### src/rtl/pre_if_stage_pkg.sv
// Shared widths, reset vector and PS state encodings for the pre-fetch stage.
package pre_if_stage_pkg;

    localparam int          PS_TO_FS_BUS_WD = 32;
    localparam int          BR_BUS_WD       = 33;
    localparam logic [31:0] RESET_PC        = 32'hbfc00000;

    typedef enum logic [1:0] {
        PS_IDLE = 2'd0,
        PS_REQ  = 2'd1,
        PS_WAIT = 2'd2
    } ps_state_e;

    function automatic logic pc_misaligned(input logic [31:0] pc);
        return pc[1:0] != 2'b00;
    endfunction

endpackage

### src/rtl/ps_redirect_buf.sv
// Holds a pending branch target and a pending flush target; flush outranks branch,
// and a flush arriving this cycle outranks everything already buffered.
module ps_redirect_buf (
    input  logic        clk,
    input  logic        reset,
    input  logic        br_taken,
    input  logic [31:0] br_target,
    input  logic        flush,
    input  logic [31:0] flush_pc,
    input  logic        take,
    output logic        redirect_valid,
    output logic [31:0] redirect_pc
);

    logic        br_valid;
    logic [31:0] br_pc;
    logic        flush_valid;
    logic [31:0] flush_tgt;

    always_ff @(posedge clk or posedge reset) begin
        if (reset) begin
            br_valid    <= 1'b0;
            br_pc       <= 32'd0;
            flush_valid <= 1'b0;
            flush_tgt   <= 32'd0;
        end else if (flush) begin
            // A flush consumed in the same cycle goes straight into nextpc.
            flush_valid <= ~take;
            flush_tgt   <= flush_pc;
            br_valid    <= 1'b0;
        end else begin
            if (take) begin
                flush_valid <= 1'b0;
                br_valid    <= 1'b0;
            end
            // Branches issued on a path already being flushed are wrong-path.
            if (br_taken && (take || !flush_valid)) begin
                br_valid <= 1'b1;
                br_pc    <= br_target;
            end
        end
    end

    assign redirect_valid = flush | flush_valid | br_valid;
    assign redirect_pc    = flush       ? flush_pc  :
                            flush_valid ? flush_tgt : br_pc;

endmodule

### src/rtl/pre_if_stage.sv
// Pre-fetch stage: owns nextpc, runs the single-outstanding icache request FSM and
// picks sequential / branch / flush successor PCs.
module pre_if_stage
    import pre_if_stage_pkg::*;
(
    input  logic                       clk,
    input  logic                       reset,
    input  logic                       fs_allowin,
    input  logic [BR_BUS_WD-1:0]       br_bus,
    input  logic                       flush,
    input  logic [31:0]                flush_pc,
    output logic [PS_TO_FS_BUS_WD-1:0] ps_to_fs_bus,
    output logic                       inst_req,
    output logic [31:0]                inst_addr,
    input  logic                       inst_addr_ok,
    input  logic                       inst_data_ok,
    output logic [1:0]                 ps_state
);

    // Handshake: inst_req is the valid, inst_addr_ok the ready; the request transfers on the
    // edge where both are high, and inst_req/inst_addr never change while inst_req waits.
    ps_state_e   state, state_d;
    logic [31:0] nextpc, nextpc_d;
    logic        done, done_d;
    logic        cancel, cancel_d;
    logic        redirect_valid;
    logic [31:0] redirect_pc;
    logic        data_present, absorb, fire_fetch, fire_mis, idle_flush, take;

    ps_redirect_buf u_redirect_buf (
        .clk            (clk),
        .reset          (reset),
        .br_taken       (br_bus[32]),
        .br_target      (br_bus[31:0]),
        .flush          (flush),
        .flush_pc       (flush_pc),
        .take           (take),
        .redirect_valid (redirect_valid),
        .redirect_pc    (redirect_pc)
    );

    // done marks data already returned but held because IF was not ready.
    assign data_present = (state == PS_WAIT) && (inst_data_ok || done);
    assign absorb       = data_present && (cancel || flush);
    assign fire_fetch   = data_present && !cancel && !flush && fs_allowin;
    assign idle_flush   = (state == PS_IDLE) && flush;
    assign fire_mis     = (state == PS_IDLE) && pc_misaligned(nextpc) && fs_allowin && !flush;
    assign take         = absorb || fire_fetch || fire_mis || idle_flush;

    always_comb begin
        state_d  = state;
        done_d   = done;
        cancel_d = cancel;
        case (state)
            PS_IDLE: if (!flush && !pc_misaligned(nextpc)) state_d = PS_REQ;
            PS_REQ:  if (inst_addr_ok) state_d = PS_WAIT;
            PS_WAIT: begin
                if (absorb || fire_fetch) begin
                    state_d = PS_IDLE;
                    done_d  = 1'b0;
                end else if (inst_data_ok) begin
                    done_d = 1'b1;
                end
            end
            default: state_d = PS_IDLE;
        endcase
        if (absorb)
            cancel_d = 1'b0;
        else if (flush && state != PS_IDLE)
            cancel_d = 1'b1;
        nextpc_d = nextpc;
        if (take)
            nextpc_d = redirect_valid ? redirect_pc : nextpc + 32'd4;
    end

    always_ff @(posedge clk or posedge reset) begin
        if (reset) begin
            state  <= PS_IDLE;
            nextpc <= RESET_PC;
            done   <= 1'b0;
            cancel <= 1'b0;
        end else begin
            state  <= state_d;
            nextpc <= nextpc_d;
            done   <= done_d;
            cancel <= cancel_d;
        end
    end

    assign inst_req     = (state == PS_REQ);
    assign inst_addr    = nextpc;
    assign ps_to_fs_bus = nextpc;
    assign ps_state     = state;

endmodule

### config.mk
export PLATFORM = sky130hd
export DESIGN_NAME = pre_if_stage
export DESIGN_NICKNAME = d
export VERILOG_FILES = /design/src/rtl/pre_if_stage_pkg.sv /design/src/rtl/ps_redirect_buf.sv /design/src/rtl/pre_if_stage.sv
export SDC_FILE = /design/constraint.sdc
export NUM_CORES = 1
export LEC_CHECK = 0
export BUFFER_PORTS_ARGS = -buffer_cell sky130_fd_sc_hd__buf_2
export CORE_MARGIN = 3
export CORE_UTILIZATION = 45
export DETAILED_ROUTE_END_ITERATION = 8
export PLACE_DENSITY_LB_ADDON = 0.12
export SLEW_MARGIN = 20
export SYNTH_ARGS = -nofsm -noshare
export SYNTH_HDL_FRONTEND = slang
export SYNTH_SLANG_ARGS = --single-unit
### constraint.sdc
create_clock -name clk -period 7.6 [get_ports clk]
set_clock_uncertainty 0.2 [all_clocks]
set_input_delay 1.14 -clock clk [delete_from_list [all_inputs] [get_ports clk]]
set_output_delay 1.14 -clock clk [all_outputs]
set_load 0.01 [all_outputs]
# --- Word-level counts from Yosys, hierarchy flattened ---
# Cells that the tools add are included.
word_totals:
  regBits: 102
  wordCells: 65
  out_inout_bits: 67
classes:
  n_mux: 15
  n_eq_ne: 5
  reduce_logical: 32
  n_bitwise: 4
  n_addsub: 1
ops:
  columns: ["operator", "n"]
  rows:
  - ["32-bit 2-to-1 mux", 3]
  - ["32-bit by 3-bit adder with 32-bit output, second input constant", 1]
  - ["1-bit logical AND", 12]
  - ["2-bit nonzero test", 5]
  - ["1-bit 2-to-1 mux", 8]
  - ["1-bit logical OR", 6]
  - ["2-bit 2-to-1 mux", 3]
  - ["2-bit by 1-bit inequality test with 1-bit output, second input constant", 3]
  - ["2-bit case mux with 3 select lines", 1]
  - ["1-bit logical NOT", 4]
  - ["2-bit AND reduction", 2]
  - ["3-bit AND reduction", 1]
  - ["3-bit nonzero test", 1]
  - ["2-bit by 1-bit == test with 1-bit output, second input constant", 1]
  - ["2-bit == test, second input constant", 1]
  - ["2-bit logical NOT", 1]
  - ["1-bit inverter", 2]
  - ["1-bit OR", 2]

# --- Longest topological paths before layout ---
# Gate-level depths: netlist of the first run.
logic_depth:
  ltp_word: 12
  mapped_depth: 8
  depth_no_buf: 6

# --- Cells and area by module ---
# From an unflattened synthesis of the first run, not the netlist that was laid out.
unflattened:
  cells_unflattened: 583
  area_unflattened_um2: 5675.4
modules_own_cells:
  columns: ["mod", "n_inst", "area_per_inst_um2", "cells_each"]
  rows:
  - ["ps_redirect_buf", 1, 3161.8, 285]
  - ["pre_if_stage", 1, 2513.7, 298]

# --- Least setup slack after synthesis of the first run ---
# OpenSTA, ideal clock, no wires.
synth_timing:
  path_kind: "in2reg"
  from: "input port flush"
  to: "register nextpc[14] (netlist: inst_addr[14])"
  path_slack_ps: 4755
  stages: 6
  t_arrival_ps: 2525
  required_time_ps: 7280
  path_buffers: 2
  cell_sequence: "buf_6 > or3_1 > clkbuf_1 > or3_1 > or3_1 > o211a_1"
synth_between:
  elab_chain_cells: 6
  word_cells_on_any_way: 14
  classes_between: "mux (2); bitwise (2); reduce/logical (10)"
synth_rtl:
  columns: ["item", "line", "rtl"]
  rows:
  - ["start: declaration", "pre_if_stage.sv:10", "input logic flush,"]
  - ["1-bit logical NOT", "pre_if_stage.sv:45, pre_if_stage.sv:47", null]
  - ["1-bit logical AND (2 in a row)", "pre_if_stage.sv:45", "assign fire_fetch = data_present && !cancel && !flush && fs_allowin;"]
  - ["1-bit logical OR (3 in a row)", "pre_if_stage.sv:48", "assign take = absorb || fire_fetch || fire_mis || idle_flush;"]
  - ["end signal: assignment", "pre_if_stage.sv:84", "nextpc <= nextpc_d;"]
  - ["end: declaration", "pre_if_stage.sv:23", "logic [31:0] nextpc, nextpc_d;"]
# Several ways; a longest one is shown, not always the timed one.
# A chain may end at the register's enable or synchronous reset.

# --- Worst setup path in the final report of the first run ---
layout_timing:
  from: "input port flush"
  to: "register u_redirect_buf.br_pc[9]"
layout_between:
  elab_chain_cells: 9
  word_cells_on_any_way: 14
  classes_between: "bitwise (1); reduce/logical (13)"
layout_rtl:
  columns: ["item", "line", "rtl"]
  rows:
  - ["1-bit logical NOT", "pre_if_stage.sv:45, pre_if_stage.sv:47", null]
  - ["1-bit logical AND (2 in a row)", "pre_if_stage.sv:45", null]
  - ["1-bit logical OR (3 in a row)", "pre_if_stage.sv:48", null]
  - ["1-bit logical OR", "ps_redirect_buf.sv:37", "if (br_taken && (take || !flush_valid)) begin"]
  - ["1-bit logical AND", "ps_redirect_buf.sv:37", null]
  - ["2-bit AND reduction (no line) (*)", null, null]
  - ["end signal: assignment", "ps_redirect_buf.sv:39", "br_pc <= br_target;"]
  - ["end: declaration", "ps_redirect_buf.sv:16", "logic [31:0] br_pc;"]
# Mark *: on every way between the ends. The rest lies on a longest branch, timed or not.

==> results.md, run 1 <==
- In this run the tool buffered the top-level ports with around 140 buffer cells.
- The mapped cell area is around 5400 um^2.
- The clock latency of the later-clocked register in the worst-skew pair is roughly 0.35 ns.
- From synthesis to final layout, the design area changed by 14.9%.
- The number of distinct library cell variants in the gate-level netlist after synthesis is 62.
- The layout cell share with drive strength beyond 1 is ~28%.
- The post-synthesis sequential area ratio is ~48%.
- For this configuration, the core starts out at a cell density of a little under half.
- The overall via count from detail_route is 4,510.
- The required time at the worst-slack endpoint is between 7 and 8 ns.
- The number of storage elements in the synthesis netlist is 102.
- Measured on the finished design, the core utilization comes to roughly 54%.
- Dividing the detail-routed wire length by the instance count gives 17.5 um.
- Setup slack on the critical path of the routed design comes to around 4 ns.
- The number of antenna repair diodes is 0.
- The most prevalent standard cell on the critical path is sky130_fd_sc_hd__buf_4.
- The number of gates resized after CTS was 0.
- The peak per-stage delay on the critical path is 0.52 ns.
- Timing analysis after detailed placement gives a worst setup slack of around 3.6 ns.
- The post-route clock period utilization is about 48%.
- The initial antenna violation count is 0.
- The number of global-route vias before repair is about 4,400.
- Buffers inserted to repair hold after CTS numbered 0.
- TritonCTS built the clock tree.
- In this run the remaining antenna-violating nets after routing total 0.
- Setup violations remaining at the end of the flow were counted as 0.
- The cell leakage power is roughly 2.8 nW.
- The worst-case IR drop observed on VDD is roughly 0.00017 V.
- The tool flagged a number of max-cap violations equal to 0.
- The total global routing track utilization is 21.8%.
- The capture point of the worst path is u_redirect_buf.br_pc[9].
- The overall die height is between 100 and 150 um.
- The commonest register cell after synthesis is sky130_fd_sc_hd__dfrtp_1.
- The final layout net count is 723.
- In this run the most critical hold path is launched from u_redirect_buf.br_pc[17].
- The number of standard cells in the layout, taps in and fillers out is between 700 and 800.
- On the critical path, the stage with the largest delay is an instance of sky130_fd_sc_hd__o211a_1.
- The final count of hold timing violations is 0.
- STA classifies the critical path startpoint as a primary input.
- The sort of element at the end of the critical path is a flop.
- The wire length of the first global-routing pass is approximately 22,000 um.
- The half-perimeter wire length after placement is between 10,000 and 15,000 um.
- Counting instances in the post-synthesis netlist gives the leading cell types as 93 x sky130_fd_sc_hd__dfrtp_1, 82 x sky130_fd_sc_hd__o21ai_0, 50 x sky130_fd_sc_hd__nand2_1.
- The Yosys step of the flow raised 0 warnings.
- The routed via count divided by cell count is around 5.6.
- In this run the clock root is driven by a sky130_fd_sc_hd__clkbuf_16.
- Setup repair after global routing left no endpoint under its margin.
- Measured against its own limit, the worst slew margin works out to 39.6%.
- The setup path with the least slack is of type primary input to flop.
- The maximum root-to-sink buffer count is 2.
- After synthesis, the mean cell area works out to 9.48 um^2.
- The power density of the placed cells is 378 nW/um^2.
- The run finished with clean final reports.
- The largest fanout on the critical path is 33.
- The buffers inserted during post-CTS setup optimization is 0.
- The count of TritonRoute iterations in the first routing pass is 4.
- The total die area is between 10,000 and 15,000 um^2.
- The most numerous cell in the Yosys netlist is sky130_fd_sc_hd__dfrtp_1.
- The portion of synthesized cell area occupied by the leading cell type is a little over two fifths.
- Entering global routing, the biggest net connects 73 pins.
- Synthesis produced a netlist whose cell count is 566.
- The worst min-delay path category is flop to flop.
- The number of buffers created by CTS is 9.
- The depth of the worst register-to-register path is 4.
- Fill cells in the final layout number approximately 1,100.
- The number of nets handed over by synthesis was 638.
- The count of pins on the block boundary is about 140.
- The number of flops mapped to enable cells by yosys is 0.
- At the pin with the least slew margin, the transition time is 0.906 ns.
- The reg-to-reg critical path startpoint is u_redirect_buf.flush_valid.
- The aggregate global routing overflow is 0.
- Counting I/O delays and the setup requirement, the final critical path takes 3.61 ns.
- The total count of max-transition violations in the final report is 0.
- From left edge to right edge, the die measures 115 um.
- The share of synthesized registers carrying an async set or reset is between 90% and 100%.
- The worst flop-to-flop path endpoint is u_redirect_buf.br_pc[9].
- Based on the critical path, the design can be clocked at up to around 0.28 GHz.
- The weighted congestion at the end of routability-driven global placement is between 0.8 and 0.9.
- CTS built an H-tree with a depth of 3.
- Clock tree synthesis found a total of around 100 sinks.
- After synthesis, the cell types taking the most area are sky130_fd_sc_hd__dfrtp_1 43%, sky130_fd_sc_hd__o21ai_0 7.7%, sky130_fd_sc_hd__mux2_1 6.1%.
- The total wire length is approximately 14,000 um.
- Summed over all instances, the cell type with the most area after synthesis is sky130_fd_sc_hd__dfrtp_1.
- The region available for standard cell placement spans 11,500 um^2.
- The critical path starts at flush.
- Clock-pin slew was measured on the worst setup and hold paths at approximately 0.07 ns.
- The initialized floorplan defines 39 standard-cell rows.
- The iteration-0 DRC count of the detailed router is roughly 290.
- The setup TNS is 0 ns.
- Including well taps, the total number of placed cells is 783.
- Setup slack on the worst reg-to-reg path comes out at between 4 and 5 ns.
- The signal on the critical path passes through buf_2 -> a21oi_1 -> o32ai_4 -> buf_4 -> o211a_1 -> buf_4 -> mux2_1.
- The arrival time at the worst endpoint is roughly 3.6 ns.
- In the routed design, unresolved DRC markers number 0.
-- per-layer routing --
layer | GRT usage, % | up-vias | wire length, um
met5 | 0 | - | 0
met4 | 7.28 | 0 | 226
met3 | 5.00 | 18 | 743
met2 | 32.9 | 144 | 6480
met1 | 31.1 | 2188 | 6550
li1 | - | 2160 | -
-- layout make-up --
| class | count | area, um^2 | share of cell area, % |
|---|---|---|---|
| clock buffers | 13 | 270 | 4.38 |
| clock inverters | 3 | 17.5 | 0.284 |
| inverters | 40 | 153 | 2.48 |
| multi-input cells | 356 | 2260 | 36.6 |
| flip-flops and latches | 102 | 2560 | 41.6 |
| well taps | 143 | 179 | 2.90 |
| repair buffers | 142 | 723 | 11.7 |
-- how the worst min path moves through the flow --
stage,to,depth (start not counted)
2_1_floorplan,u_redirect_buf.br_pc[0],1
3_3_place_gp,u_redirect_buf.br_pc[1],1
3_5_place_dp,u_redirect_buf.br_pc[11],1
4_1_cts,u_redirect_buf.br_pc[11],1
5_1_grt,u_redirect_buf.br_pc[17],1
6_report,u_redirect_buf.br_pc[17],1
-- logic make-up after synthesis --
kind of cell,Yosys count,synth area share (%)
buf+inv,108,10.4
compound gates,194,22.0
flops,102,47.8
fa+ha+maj,1,0.233
simple gates,120,11.0
mux,41,8.47
-- stage by stage --
stage          hold WS (ns)  cell area [um^2]  power, mW
6_report              0.290              6160       2.33
5_1_grt               0.300              6160       2.51
2_1_floorplan         0.257              5360       1.63
3_5_place_dp          0.276              5870       1.90
4_1_cts               0.291              6160       2.35
3_3_place_gp          0.268              5870       1.87
-- critical path, delay by kind of cell --
kind	cells	cell delay [ns]
compound gates	3	0.91
buf+inv	3	1.19
mux	1	0.37
-- power breakdown --
part | switching [mW] | leakage (nW) | internal, mW
clock | 0.199 | 0.142 | 0.248
sequential | 0.225 | 1.20 | 0.740
combinational | 0.528 | 1.46 | 0.393
-- cells in the final DEF, fill, tap and decap left out, types with 4 or more instances in the layout --
master	count
sky130_fd_sc_hd__o22ai_1	16
sky130_fd_sc_hd__a31oi_1	6
sky130_fd_sc_hd__mux2i_1	6
sky130_fd_sc_hd__and4_1	4
sky130_fd_sc_hd__mux2_1	29
sky130_fd_sc_hd__o31ai_1	5
sky130_fd_sc_hd__clkbuf_16	9
sky130_fd_sc_hd__and3_1	4
sky130_fd_sc_hd__a21oi_1	38
sky130_fd_sc_hd__nand2_1	50
sky130_fd_sc_hd__and2_1	4
sky130_fd_sc_hd__inv_1	38
sky130_fd_sc_hd__nor2_1	20
sky130_fd_sc_hd__dfrtp_1	93
sky130_fd_sc_hd__buf_2	137
sky130_fd_sc_hd__buf_4	5
sky130_fd_sc_hd__mux2_2	6
sky130_fd_sc_hd__nand4_1	9
sky130_fd_sc_hd__nand3_1	8
sky130_fd_sc_hd__dfstp_2	9
sky130_fd_sc_hd__a22oi_1	9
sky130_fd_sc_hd__o21ai_0	82
sky130_fd_sc_hd__nor3_1	4
-- registers in the layout, summed over array words and instances (netlist names) --
register                    cells
inst_addr                      32
done                            1
u_redirect_buf.flush_valid      1
u_redirect_buf.br_valid         1
ps_state                        2
u_redirect_buf.flush_tgt       32
u_redirect_buf.br_pc           32
cancel                          1
Power figures use the tool's default switching activity.
==> inputs of run 2 (changes only) <==
--- a/config.mk
+++ b/config.mk
@@ -5,6 +5,7 @@
 export SDC_FILE = /design/constraint.sdc
 export NUM_CORES = 1
 export LEC_CHECK = 0
+export ABC_AREA = 1
 export BUFFER_PORTS_ARGS = -buffer_cell sky130_fd_sc_hd__buf_2
 export CORE_MARGIN = 3
 export CORE_UTILIZATION = 45
==> constraint.sdc (replaced) <==
create_clock -name clk -period 3.2 [get_ports clk]
set_clock_uncertainty 0.2 [all_clocks]
set_input_delay 0.48 -clock clk [delete_from_list [all_inputs] [get_ports clk]]
set_output_delay 0.48 -clock clk [all_outputs]
set_load 0.01 [all_outputs]
==> results.md, run 2 <==
- The highest clock rate is around 0.42 GHz.
- Top cells by count, synth: 295 x sky130_fd_sc_hd__nand2_1, 111 x sky130_fd_sc_hd__nor2_1, 93 x sky130_fd_sc_hd__dfrtp_1 (was 93 x sky130_fd_sc_hd__dfrtp_1, 82 x sky130_fd_sc_hd__o21ai_0, 50 x sky130_fd_sc_hd__nand2_1).
- The area of combinational cells with multiple inputs is 2640 um^2 (was 2260 um^2).
- The worst slew margin relative to its limit was 55.4% (was 39.6%).
- The post-synthesis sequential area ratio is 43.6% (was 47.8%).
- The required time at the worst-slack endpoint is 3.23 ns (was 7.63 ns).
- The iteration-0 DRC count of the detailed router came to 386 (was 286).
- The count of pins on the block boundary is 138 (unchanged).
- The pin slew with the least headroom to its limit is 0.667 ns (was 0.906 ns).
- The sort of element at the end of the critical path was a flop (unchanged).
- The source of the critical timing path is ps_state[0] (was flush).
- The power density of the placed cells is 876 nW/um^2 (was 378 nW/um^2).
- The number of distinct library cell variants in the gate-level netlist after synthesis is 32 (was 62).
- The number of buffers created by CTS came to 9 (unchanged).
- The register-to-register setup slack came to 0.84 ns (was 4.15 ns).
- The multiplexer fraction of the synthesized cell area is 0% (was 8.47%).
- The number of port buffers came to 137 (unchanged).
- The H-tree depth was 3 (unchanged).
- The clock tree from TritonCTS is built (unchanged).
- The worst-case vdd ir drop is 0.000294 V (was 0.000170 V).
- The number of flops mapped to enable cells by yosys came to 0 (unchanged).
- The xor and xnor fraction of the mapped netlist area was 0.745% (was 0%).
- The total power draw is 5.91 mW (was 2.33 mW).
- The number of storage elements in the synthesis netlist is 102 (unchanged).
- The wire length of the first global-routing pass came to 25,900 um (was 22,500 um).
- The buffer type at the clock tree root is sky130_fd_sc_hd__clkbuf_16 (unchanged).
- The simple-gate share of the synthesized area is 33.8% (was 11.0%).
- The cell type contributing the most total cell area after synthesis was sky130_fd_sc_hd__dfrtp_1 (unchanged).
- The number of nets with antenna violations after routing came to 0 (unchanged).
- The final count of hold timing violations is 0 (unchanged).
- The setup TNS is 0 ns (unchanged).
- The weighted congestion at the end of routability-driven global placement is 0.941 (was 0.833).
- The initial core utilization is 46.2% (was 46.6%).
- The synthesized area per cell was 6.95 um^2 (was 9.48 um^2).
- The net count after synthesis is 918 (was 638).
- The portion of synthesized cell area occupied by the leading cell type is 39.6% (was 43.4%).
- The core region area is 12,700 um^2 (was 11,500 um^2).
- The worst min-delay path category is primary input to async pin (was flop to flop).
- Commonest non-fill, non-tap cells in the layout: 295 x sky130_fd_sc_hd__nand2_1, 137 x sky130_fd_sc_hd__buf_2, 111 x sky130_fd_sc_hd__nor2_1 (was 137 x sky130_fd_sc_hd__buf_2, 93 x sky130_fd_sc_hd__dfrtp_1, 82 x sky130_fd_sc_hd__o21ai_0).
- The aggregate global routing overflow was 0 (unchanged).
- The largest family of logic cells by synthesized area is simple AND/OR/NAND/NOR gates (was compound AO/OA/AOI/OAI gates).
- The number of antenna repair diodes was 0 (unchanged).
- The number of fill cells was 1,308 (was 1,089).
- The width of the die is 120 um (was 115 um).
- The overall die height is 120 um (was 115 um).
- The largest fanout on the critical path is 33 (unchanged).
- The layout cell share with drive strength beyond 1 was 19.6% (was 27.9%).
- In the finished design, the share of the clock period the worst path needs comes to ~74%.
- The total count of max-transition violations in the final report is 0 (unchanged).
- The most numerous cell in the Yosys netlist is sky130_fd_sc_hd__nand2_1 (was sky130_fd_sc_hd__dfrtp_1).
- The peak per-stage delay on the critical path was 0.39 ns (was 0.52 ns).
- The most prevalent standard cell on the critical path is sky130_fd_sc_hd__nand2_1 (was sky130_fd_sc_hd__buf_4).
- The arrival time at the worst endpoint is 2.40 ns (was 3.64 ns).
- The warning count from the yosys run is 0 (unchanged).
- The overall via count from detail_route is 5,502 (was 4,510).
- The initial antenna violation count came to 0 (unchanged).
- The post-synthesis instance total is 846 (was 566).
- The post-cts repair resize count is 0 (unchanged).
- The routed wirelength normalized by instance count is 14.0 um (was 17.5 um).
- The commonest register cell after synthesis is sky130_fd_sc_hd__dfrtp_1 (unchanged).
- The leading cell type in the layout, fill and taps excluded is sky130_fd_sc_hd__nand2_1 (was sky130_fd_sc_hd__buf_2).
- Critical Path, Cell by Cell: inv_2 -> nand2_1 -> nor2_1 -> o31ai_2 -> nand2_2 -> inv_4 -> nand2_4 -> nand2_4 -> nand2_1 -> nand2_1 (was buf_2 -> a21oi_1 -> o32ai_4 -> buf_4 -> o211a_1 -> buf_4 -> mux2_1).
- RSZ-0062 raised after global routing: no (unchanged).
- The routed via count divided by cell count is 4.96 (was 5.64).
- The number of remaining DRC errors is 0 (unchanged).
- The element type at the critical path start is a flop (was primary input).
- The worst flop-to-flop path endpoint was u_redirect_buf.br_pc[11] (was u_redirect_buf.br_pc[9]).
- The maximum root-to-sink buffer count came to 2 (unchanged).
- The number of global-route vias before repair is 5,131 (was 4,362).
- The area occupied by registers is 2560 um^2 (unchanged).
- The reg-to-reg critical path startpoint is ps_state[0] (was u_redirect_buf.flush_valid).
- The cell leakage power is 3.53 nW (was 2.80 nW).
- The clock latency of the later-clocked register in the worst-skew pair was 0.34 ns (was 0.35 ns).
- The type of the worst setup path is flop to flop (was primary input to flop).
- The TritonCTS sink count is 102 (unchanged).
- The compound-cell area share of the yosys netlist came to 10.0% (was 22.0%).
- The total wire length was 15,600 um (was 14,000 um).
- The depth of the worst register-to-register path came to 10 (was 4).
- The clock edge transition at the registers on the reported setup and hold paths is 0.07 ns (about the same).
- The worst-path cell with the longest stage delay is sky130_fd_sc_hd__dfrtp_1 (was sky130_fd_sc_hd__o211a_1).
- The number of hold buffers added after cts is 0 (unchanged).
- The total die area is 14,500 um^2 (was 13,300 um^2).
- The adder and majority cell fraction of the synthesized area is 0.213% (was 0.233%).
- The share of synthesized registers carrying an async set or reset is 100% (unchanged).
- The pin count of the biggest net entering global routing was 56 (was 73).
- The number of maximum-capacitance violations is 0 (unchanged).
- The final layout net count came to 1,006 (was 723).
- The placed standard-cell area is 6430 um^2 (was 5870 um^2).
- Area contributors post-synth: sky130_fd_sc_hd__dfrtp_1 40%, sky130_fd_sc_hd__nand2_1 19%, sky130_fd_sc_hd__o21ai_0 7.3% (was sky130_fd_sc_hd__dfrtp_1 43%, sky130_fd_sc_hd__o21ai_0 7.7%, sky130_fd_sc_hd__mux2_1 6.1%).
- The final setup violation count is 0 (unchanged).
- The area overhead of the layout relative to synthesis is 14.7% (was 14.9%).
- The final instance area came to 6740 um^2 (was 6160 um^2).
- Outcome: finished clean (unchanged).
- The mapped cell area came to 5880 um^2 (was 5360 um^2).
- The time the worst path needs with I/O delays and setup is ~2.4 ns.
- The count of TritonRoute iterations in the first routing pass is 5 (was 4).
- The row count is 41 (was 39).
- The half-perimeter wire length after placement is 11,500 um (was 10,000 um).
- The buffers inserted during post-CTS setup optimization was 0 (unchanged).
- The total global routing track utilization is 22.4% (was 21.8%).
run 2: changes by cell type after synthesis, sizes merged, moves of 9 or more:
cell	delta
a21oi	-18
a22oi	-9
buf	+17
clkbuf	-15
inv	+24
mux2	-35
nand2	+249
nand3	+62
nor2	+92
o22ai	-15
run 2: worst max-delay path, delay by kind of cell, from the launching register on:
kind,cells,cell delay [ns]
compound gates,1,0.12
buf+inv,2,0.20
flops,1,0.39
simple gates,7,1.31
run 2: report_power, final:
part / internal, mW / total (mW) / switching (mW)
sequential: 1.76 / 2.23 / 0.472
clock: 0.686 / 1.18 / 0.489
combinational: 0.891 / 2.50 / 1.61
total: 3.33 / 5.91 / 2.57
run 2: cells by family (layout without fill, tap and decap cells):
logic type                 count (synthesis)  in the layout
DFF                                      102            102
adders and majority gates                  1              1
buffers and inverters                    133            225
xor gates and xnor gates                   5              5
AOI/OAI and AO/OA                        114            114
and+or+nand+nor                          491            491
run 2: area by class of cell:
class / count / share of cell area [%]
well taps: 172 / 3.19
flip-flops and latches: 102 / 38.0
multi-input cells: 611 / 39.1
clock buffers: 10 / 3.40
clock inverters: 5 / 1.22
inverters: 63 / 3.60
repair buffers: 147 / 11.5
run 2: how the worst max path moves through the flow:
stage | end | slack [ns] | depth (start not counted)
after floorplan | cancel | 1.31 | 1
after global placement | u_redirect_buf.br_valid | 0.76 | 7
after detailed placement | u_redirect_buf.br_pc[11] | 0.68 | 8
after CTS | u_redirect_buf.br_pc[11] | 0.80 | 10
after global routing | u_redirect_buf.br_pc[11] | 0.55 | 10
final | u_redirect_buf.br_pc[11] | 0.84 | 10
run 2: metrics by stage:
stage	setup WS [ns]	std cells	util (%)	hold slack, ns
detailed placement	0.678	1095	50.6	0.254
finish	0.837	1110	53.0	0.0208
CTS	0.797	1110	53.0	0.0329
floorplan	1.31	846	-	0.237
global placement	0.759	1095	50.6	0.248
global route	0.550	1110	53.0	0.0579
run 2: layer usage:
metal | up-vias | share of wire, % | global-route usage [%]
li1 | 2813 | - | -
met1 | 2505 | 51 | 34.7
met2 | 161 | 42 | 32.4
met3 | 23 | 5.2 | 2.81
met4 | 0 | 1.9 | 7.22
met5 | - | 0 | 0
